### src/rtl/jpeg_pkg.sv
// Shared definitions for the JPEG Huffman decoder: FSM states, table select
// codes and the JPEG symbol limits.
package jpeg_pkg;

  localparam int MAX_CODE_LEN = 16;
  localparam int DC_MAX_SIZE  = 11;
  localparam int AC_MAX_SIZE  = 10;

  localparam logic [7:0] SYM_EOB = 8'h00;
  localparam logic [7:0] SYM_ZRL = 8'hF0;

  localparam logic [1:0] SEL_MINCODE = 2'd0;
  localparam logic [1:0] SEL_COUNT   = 2'd1;
  localparam logic [1:0] SEL_VALPTR  = 2'd2;
  localparam logic [1:0] SEL_HUFFVAL = 2'd3;

  typedef enum logic [2:0] {
    ST_IDLE,
    ST_CODE,
    ST_LOOKUP,
    ST_EXTRA,
    ST_OUT
  } dec_state_t;

endpackage

### src/rtl/jpeg_huff_table.sv
// Canonical Huffman table: per-length MINCODE/COUNT/VALPTR registers with a
// combinational lookup, plus the synchronous HUFFVAL symbol RAM.
module jpeg_huff_table #(
  parameter int HUFFVAL_DEPTH = 256
) (
  input  logic        clk,
  input  logic        wr_en,
  input  logic [1:0]  wr_sel,
  input  logic [7:0]  wr_addr,
  input  logic [15:0] wr_data,
  input  logic [3:0]  len_idx,
  output logic [15:0] mincode,
  output logic [7:0]  count,
  output logic [7:0]  valptr,
  input  logic [7:0]  rd_addr,
  output logic [7:0]  rd_data
);
  import jpeg_pkg::*;

  logic [15:0] mincode_q [16];
  logic [7:0]  count_q   [16];
  logic [7:0]  valptr_q  [16];
  logic [7:0]  huffval   [HUFFVAL_DEPTH];

  // Table contents are software-owned and intentionally survive reset.
  always_ff @(posedge clk) begin
    if (wr_en) begin
      case (wr_sel)
        SEL_MINCODE: mincode_q[wr_addr[3:0]] <= wr_data;
        SEL_COUNT:   count_q[wr_addr[3:0]]   <= wr_data[7:0];
        SEL_VALPTR:  valptr_q[wr_addr[3:0]]  <= wr_data[7:0];
        default:     ;
      endcase
    end
  end

  always_ff @(posedge clk) begin
    if (wr_en && wr_sel == SEL_HUFFVAL) begin
      huffval[wr_addr] <= wr_data[7:0];
    end
    rd_data <= huffval[rd_addr];
  end

  assign mincode = mincode_q[len_idx];
  assign count   = count_q[len_idx];
  assign valptr  = valptr_q[len_idx];

endmodule

### src/rtl/jpeg_huffman_decoder.sv
// Serial JPEG Huffman token decoder: matches one canonical code, fetches its
// magnitude bits and emits a (run, size, value) token.
module jpeg_huffman_decoder #(
  parameter int MAX_CODE_LEN  = 16,
  parameter int HUFFVAL_DEPTH = 256,
  parameter int VALUE_W       = 16
) (
  input  logic               clk,
  input  logic               rst,
  input  logic               start,
  input  logic               dc_mode,
  input  logic               bit_in,
  input  logic               bit_valid,
  output logic               bit_ready,
  input  logic               tbl_wr_en,
  input  logic [1:0]         tbl_wr_sel,
  input  logic [7:0]         tbl_wr_addr,
  input  logic [15:0]        tbl_wr_data,
  output logic               out_valid,
  input  logic               out_ready,
  output logic [3:0]         out_run,
  output logic [3:0]         out_size,
  output logic [VALUE_W-1:0] out_value,
  output logic               out_eob,
  output logic               err,
  output logic               busy
);
  import jpeg_pkg::*;

  dec_state_t  state;
  logic        dc_q;
  logic [14:0] code;
  logic [3:0]  len;
  logic [3:0]  cnt;
  logic [9:0]  raw;

  logic [15:0] ncode;
  logic [4:0]  nlen;
  logic [15:0] diff;
  logic        match;
  logic [10:0] nraw;
  logic [15:0] mincode;
  logic [7:0]  count;
  logic [7:0]  valptr;
  logic [7:0]  rd_addr;
  logic [7:0]  sym;
  logic        illegal;

  // JPEG EXTEND: a leading 0 marks a negative value offset by 2^size - 1.
  function automatic logic [VALUE_W-1:0] extend(input logic [10:0] v, input logic [3:0] s);
    logic [VALUE_W-1:0] wide;
    logic [VALUE_W-1:0] half;
    wide = VALUE_W'(v);
    half = VALUE_W'(1) << (s - 4'd1);
    if ((wide & half) != '0) return wide;
    return wide - ((half << 1) - VALUE_W'(1));
  endfunction

  assign ncode   = {code, bit_in};
  assign nlen    = {1'b0, len} + 5'd1;
  assign diff    = ncode - mincode;
  assign match   = (ncode >= mincode) && (diff < {8'd0, count});
  assign rd_addr = valptr + diff[7:0];
  assign nraw    = {raw, bit_in};
  assign illegal = dc_q ? (sym > 8'(DC_MAX_SIZE)) : (sym[3:0] > 4'(AC_MAX_SIZE));

  // The table is indexed by the length of the code including the incoming bit.
  jpeg_huff_table #(.HUFFVAL_DEPTH(HUFFVAL_DEPTH)) u_table (
    .clk     (clk),
    .wr_en   (tbl_wr_en && state == ST_IDLE),
    .wr_sel  (tbl_wr_sel),
    .wr_addr (tbl_wr_addr),
    .wr_data (tbl_wr_data),
    .len_idx (len),
    .mincode (mincode),
    .count   (count),
    .valptr  (valptr),
    .rd_addr (rd_addr),
    .rd_data (sym)
  );

  assign bit_ready = (state == ST_CODE) || (state == ST_EXTRA);
  assign busy      = (state != ST_IDLE);

  always_ff @(posedge clk) begin
    if (rst) begin
      state     <= ST_IDLE;
      dc_q      <= 1'b0;
      code      <= '0;
      len       <= '0;
      cnt       <= '0;
      raw       <= '0;
      out_valid <= 1'b0;
      out_run   <= '0;
      out_size  <= '0;
      out_value <= '0;
      out_eob   <= 1'b0;
      err       <= 1'b0;
    end else begin
      err <= 1'b0;
      case (state)
        ST_IDLE: begin
          if (start) begin
            dc_q  <= dc_mode;
            code  <= '0;
            len   <= '0;
            state <= ST_CODE;
          end
        end
        ST_CODE: begin
          if (bit_valid) begin
            if (match) begin
              state <= ST_LOOKUP;
            end else if (nlen == 5'(MAX_CODE_LEN)) begin
              err   <= 1'b1;
              state <= ST_IDLE;
            end else begin
              code <= ncode[14:0];
              len  <= nlen[3:0];
            end
          end
        end
        // The symbol read was launched on the matching bit, so sym is valid here.
        ST_LOOKUP: begin
          if (illegal) begin
            err   <= 1'b1;
            state <= ST_IDLE;
          end else begin
            out_run  <= dc_q ? 4'd0 : sym[7:4];
            out_size <= sym[3:0];
            out_eob  <= !dc_q && (sym == SYM_EOB);
            raw      <= '0;
            cnt      <= sym[3:0];
            if (sym[3:0] == 4'd0) begin
              out_value <= '0;
              out_valid <= 1'b1;
              state     <= ST_OUT;
            end else begin
              state <= ST_EXTRA;
            end
          end
        end
        ST_EXTRA: begin
          if (bit_valid) begin
            raw <= nraw[9:0];
            cnt <= cnt - 4'd1;
            if (cnt == 4'd1) begin
              out_value <= extend(nraw, out_size);
              out_valid <= 1'b1;
              state     <= ST_OUT;
            end
          end
        end
        ST_OUT: begin
          if (out_ready) begin
            out_valid <= 1'b0;
            state     <= ST_IDLE;
          end
        end
        default: state <= ST_IDLE;
      endcase
    end
  end

endmodule
### config.mk
export PLATFORM = sky130hd
export DESIGN_NAME = jpeg_huffman_decoder
export DESIGN_NICKNAME = d
export VERILOG_FILES = /design/src/rtl/jpeg_pkg.sv /design/src/rtl/jpeg_huff_table.sv /design/src/rtl/jpeg_huffman_decoder.sv
export SDC_FILE = /design/constraint.sdc
export NUM_CORES = 2
export LEC_CHECK = 0
export ABC_AREA = 1
export CAP_MARGIN = 25
export CORE_MARGIN = 2
export CORE_UTILIZATION = 55
export DETAILED_ROUTE_END_ITERATION = 10
export PLACE_DENSITY = 0.67
export REMOVE_ABC_BUFFERS = 1
export SLEW_MARGIN = 20
export SYNTH_ARGS = -nofsm -noshare
export SYNTH_HDL_FRONTEND = slang
export SYNTH_SLANG_ARGS = --single-unit
export TNS_END_PERCENT = 50
### constraint.sdc
create_clock -name clk -period 5.5 [get_ports clk]
set_clock_uncertainty 0.1 [all_clocks]
set_input_delay 1.375 -clock clk [delete_from_list [all_inputs] [get_ports clk]]
set_output_delay 1.375 -clock clk [all_outputs]
set_load 0.02 [all_outputs]
==> key figures <==
Final layout
  – Share of cells above drive strength 1: 9.26%
  – Layout filler cell count: 14.6k
  – Most frequent cells in the layout: edfxtp_1, nor2_1, nand2_1, o21ai_0, o32ai_1
  – Nets: 9102
  – Area growth from synthesis to layout: 13.4%
  – Commonest non-fill, non-tap cell in the layout: edfxtp_1
  – Fin area: 123000 µm²
  – Finished Core Util: 62.8%

Timing
  – Final Max Tran Viols: 0
  – RSZ-0062 raised after global routing: false
  – Post-route setup slack: 0.209 ns
  – Period Utilization, post-route: 96.2%
  – Worst slew pin tran: 1.08 ns
  – Setup TNS: 0 ns
  – Worst relative slew slack: 27.9%
  – Final hold violation count: 0
  – Final setup violating endpoints: 0
  – Max Freq: 189 MHz
  – Period minus WS final: 5.29 ns

Worst setup path
  – WP data arrival: 6.06 ns
  – CP required: 6.26 ns
  – CP Max Fanout: 50
  – Worst Setup End Kind: register
  – Critical path type: reg -> reg
  – Crit start category: register

Global routing
  – Initial antenna violation count: 3
  – Total global routing overflow: 0
  – First-pass GRT wire length: 442 mm
  – Pin count of the biggest net entering global routing: 108
  – Gr usage total: 29.5%
  – Vias in the first global route: 69.1k

Route
  – DR pass1 iterations: 6
  – Total wire length: 298 mm
  – Initial drt markers: 9844
  – Vias per cell: 6.14
  – DR WL/cell: 25.2 µm
  – Vias post-DR: 72.6k
  – ANT nets after route: 0
  – Drc violations: 0

Floorplanning
  – Rows: 162
  – # IOs: 63
  – Die width: 447 µm
  – Die Y: 447 µm
  – Die area: 200000 µm²
  – Core ar.: 195000 µm²
  – Initial core utilization: 55.4%

Run
  – MaxCap Viol Count: 0

Clock network
  – Clock Pin Slew Worst Setup and Hold Paths: 0.06 ns
  – Num Clock Sinks: 2636
  – CTS buffer count: 284
  – Worst-skew pair later-pin latency: 0.95 ns
  – Post-CTS Hold Buffers: 0
  – CTS HTree Levels: 5
  – Clock tree buffer depth: 4
  – TritonCTS clock tree: built
  – CTS root buffer: clkbuf_16

Synthesis
  – Synthesized netlist cell count: 8859
  – Synth Flop Type: edfxtp_1
  – Syn Std Cell Area: 108000 µm²
  – Yosys cell types: 51
  – Seq/Total Area, Yosys: 72.5%
  – Synthesized flop and latch total: 2636
  – Post-synth EDFFs: 2560
  – Avg Cell Area, Syn: 12.2 µm²
  – Fraction of registers with async set/reset: 0%
  – Yosys warning total: 0

Status
  – Run status: completed

Placed design
  – Dpl ws: -0.565 ns
  – GP Congestion: 0.912
  – Placed Instance Area: 114000 µm²
  – Hpwl dp: 177 mm
  – IO Port Bufs: 62

Min path
  – Worst Hold Class: reg -> reg
[logic make-up after synthesis]
kind of cell / share of synthesized area, %
mux: 0.398
fa+ha+maj: 0.704
compound gates: 9.75
simple gates: 13.3
buf+inv: 3.13
flops: 72.5
xor+xnor: 0.220
[path summary, 6_finish.rpt]
path	startpoint	to	slack (ns)	cells past startpoint
setup reg to reg	register	u_table.rd_data[0]	0.21	22
hold reg to reg	out_run[2]	out_run[2]	0.36	2
hold / removal	out_run[2]	out_run[2]	0.36	2
setup / recovery	register	u_table.rd_data[0]	0.21	22
[metal layers]
layer	vias to the layer above	track usage [%]	wire (µm)
met4	2	12.0	12500
met2	3759	45.3	137000
met5	-	0	11
met1	35800	42.0	121000
li1	32400	-	-
met3	609	5.30	28100
[worst max-delay path, cell delays in order (launching register included)]
cell      delay [ns]
dfxtp_4         0.42
buf_12          0.25
o21ai_0         0.13
o221ai_1        0.20
o211ai_1        0.15
nand2_1         0.17
ha_1            0.22
fa_1            0.50
fa_4            0.95
buf_12          0.19
buf_12          0.26
buf_4           0.24
o21ai_0         0.12
o32ai_1         0.14
nand2_1         0.11
nand3_1         0.11
nand3_1         0.07
buf_4           0.14
nand3_1         0.20
nand3_2         0.26
nand2_1         0.13
nand2_1         0.05
nand2_1         0.05
[Yosys cell counts, drive strengths merged (4+ instances only)]
| library cell | instances | area [µm²] |
|---|---|---|
| xnor2 | 7 | 68.8 |
| inv | 200 | 753 |
| o31ai | 6 | 45.0 |
| buf | 254 | 1340 |
| edfxtp | 2560 | 76900 |
| dfxtp | 76 | 1520 |
| clkbuf | 341 | 1280 |
| a211oi | 9 | 67.6 |
| nand3 | 399 | 2010 |
| a311o | 4 | 40.0 |
| o22ai | 65 | 407 |
| nor4 | 4 | 25.0 |
| o21ai | 780 | 3900 |
| nand2 | 1168 | 4390 |
| nor2 | 2077 | 7800 |
| o221ai | 73 | 639 |
| o21bai | 21 | 158 |
| ha | 56 | 701 |
| o32ai | 446 | 3910 |
| a221oi | 22 | 193 |
| nor3 | 9 | 50.1 |
| o211ai | 47 | 353 |
| nand4 | 4 | 25.0 |
| mux2i | 43 | 430 |
| a21oi | 149 | 746 |
| xor2 | 15 | 169 |
[timing repair]
item | in CTS | in global routing
gates cloned | 0 | 1
endpoints found under the setup margin | 3 | 13
setup buffers | 0 | 1
pin swaps | 0 | 1
resized for setup | 2 | 14
[registers in the layout, summed over array words and instances (netlist names), 8 cells and up, named ones only]
| register | count |
|---|---|
| u_table.mincode_q | 256 |
| code | 15 |
| u_table.rd_data | 8 |
| out_value | 16 |
| u_table.huffval | 2048 |
| raw | 10 |
| u_table.valptr_q | 128 |
| u_table.count_q | 128 |
[per-stage QoR]
stage / hold WS, ns / std cells
floorplan: 0.352 / 8264
global placement: 0.354 / 11300
detailed placement: 0.357 / 11300
CTS: 0.366 / 11800
global route: 0.391 / 11800
finish: 0.364 / 11800
[final cells by class]
cell class                 instances  area, µm²  area share (%)
sequential                      2636      78400            64.0
clock inverter                   132       1280            1.04
multi-input combinational       5425      26500            21.6
antenna                            4       10.0         0.00817
clock buffer                     339       7460            6.09
tap                             2624       3280            2.68
inverter                         203        801           0.653
timing repair buffer             459       4820            3.93
Power is left out: the tool's default activity adds up to more than one toggle a clock period on the data nets, which glitch-free logic cannot reach.
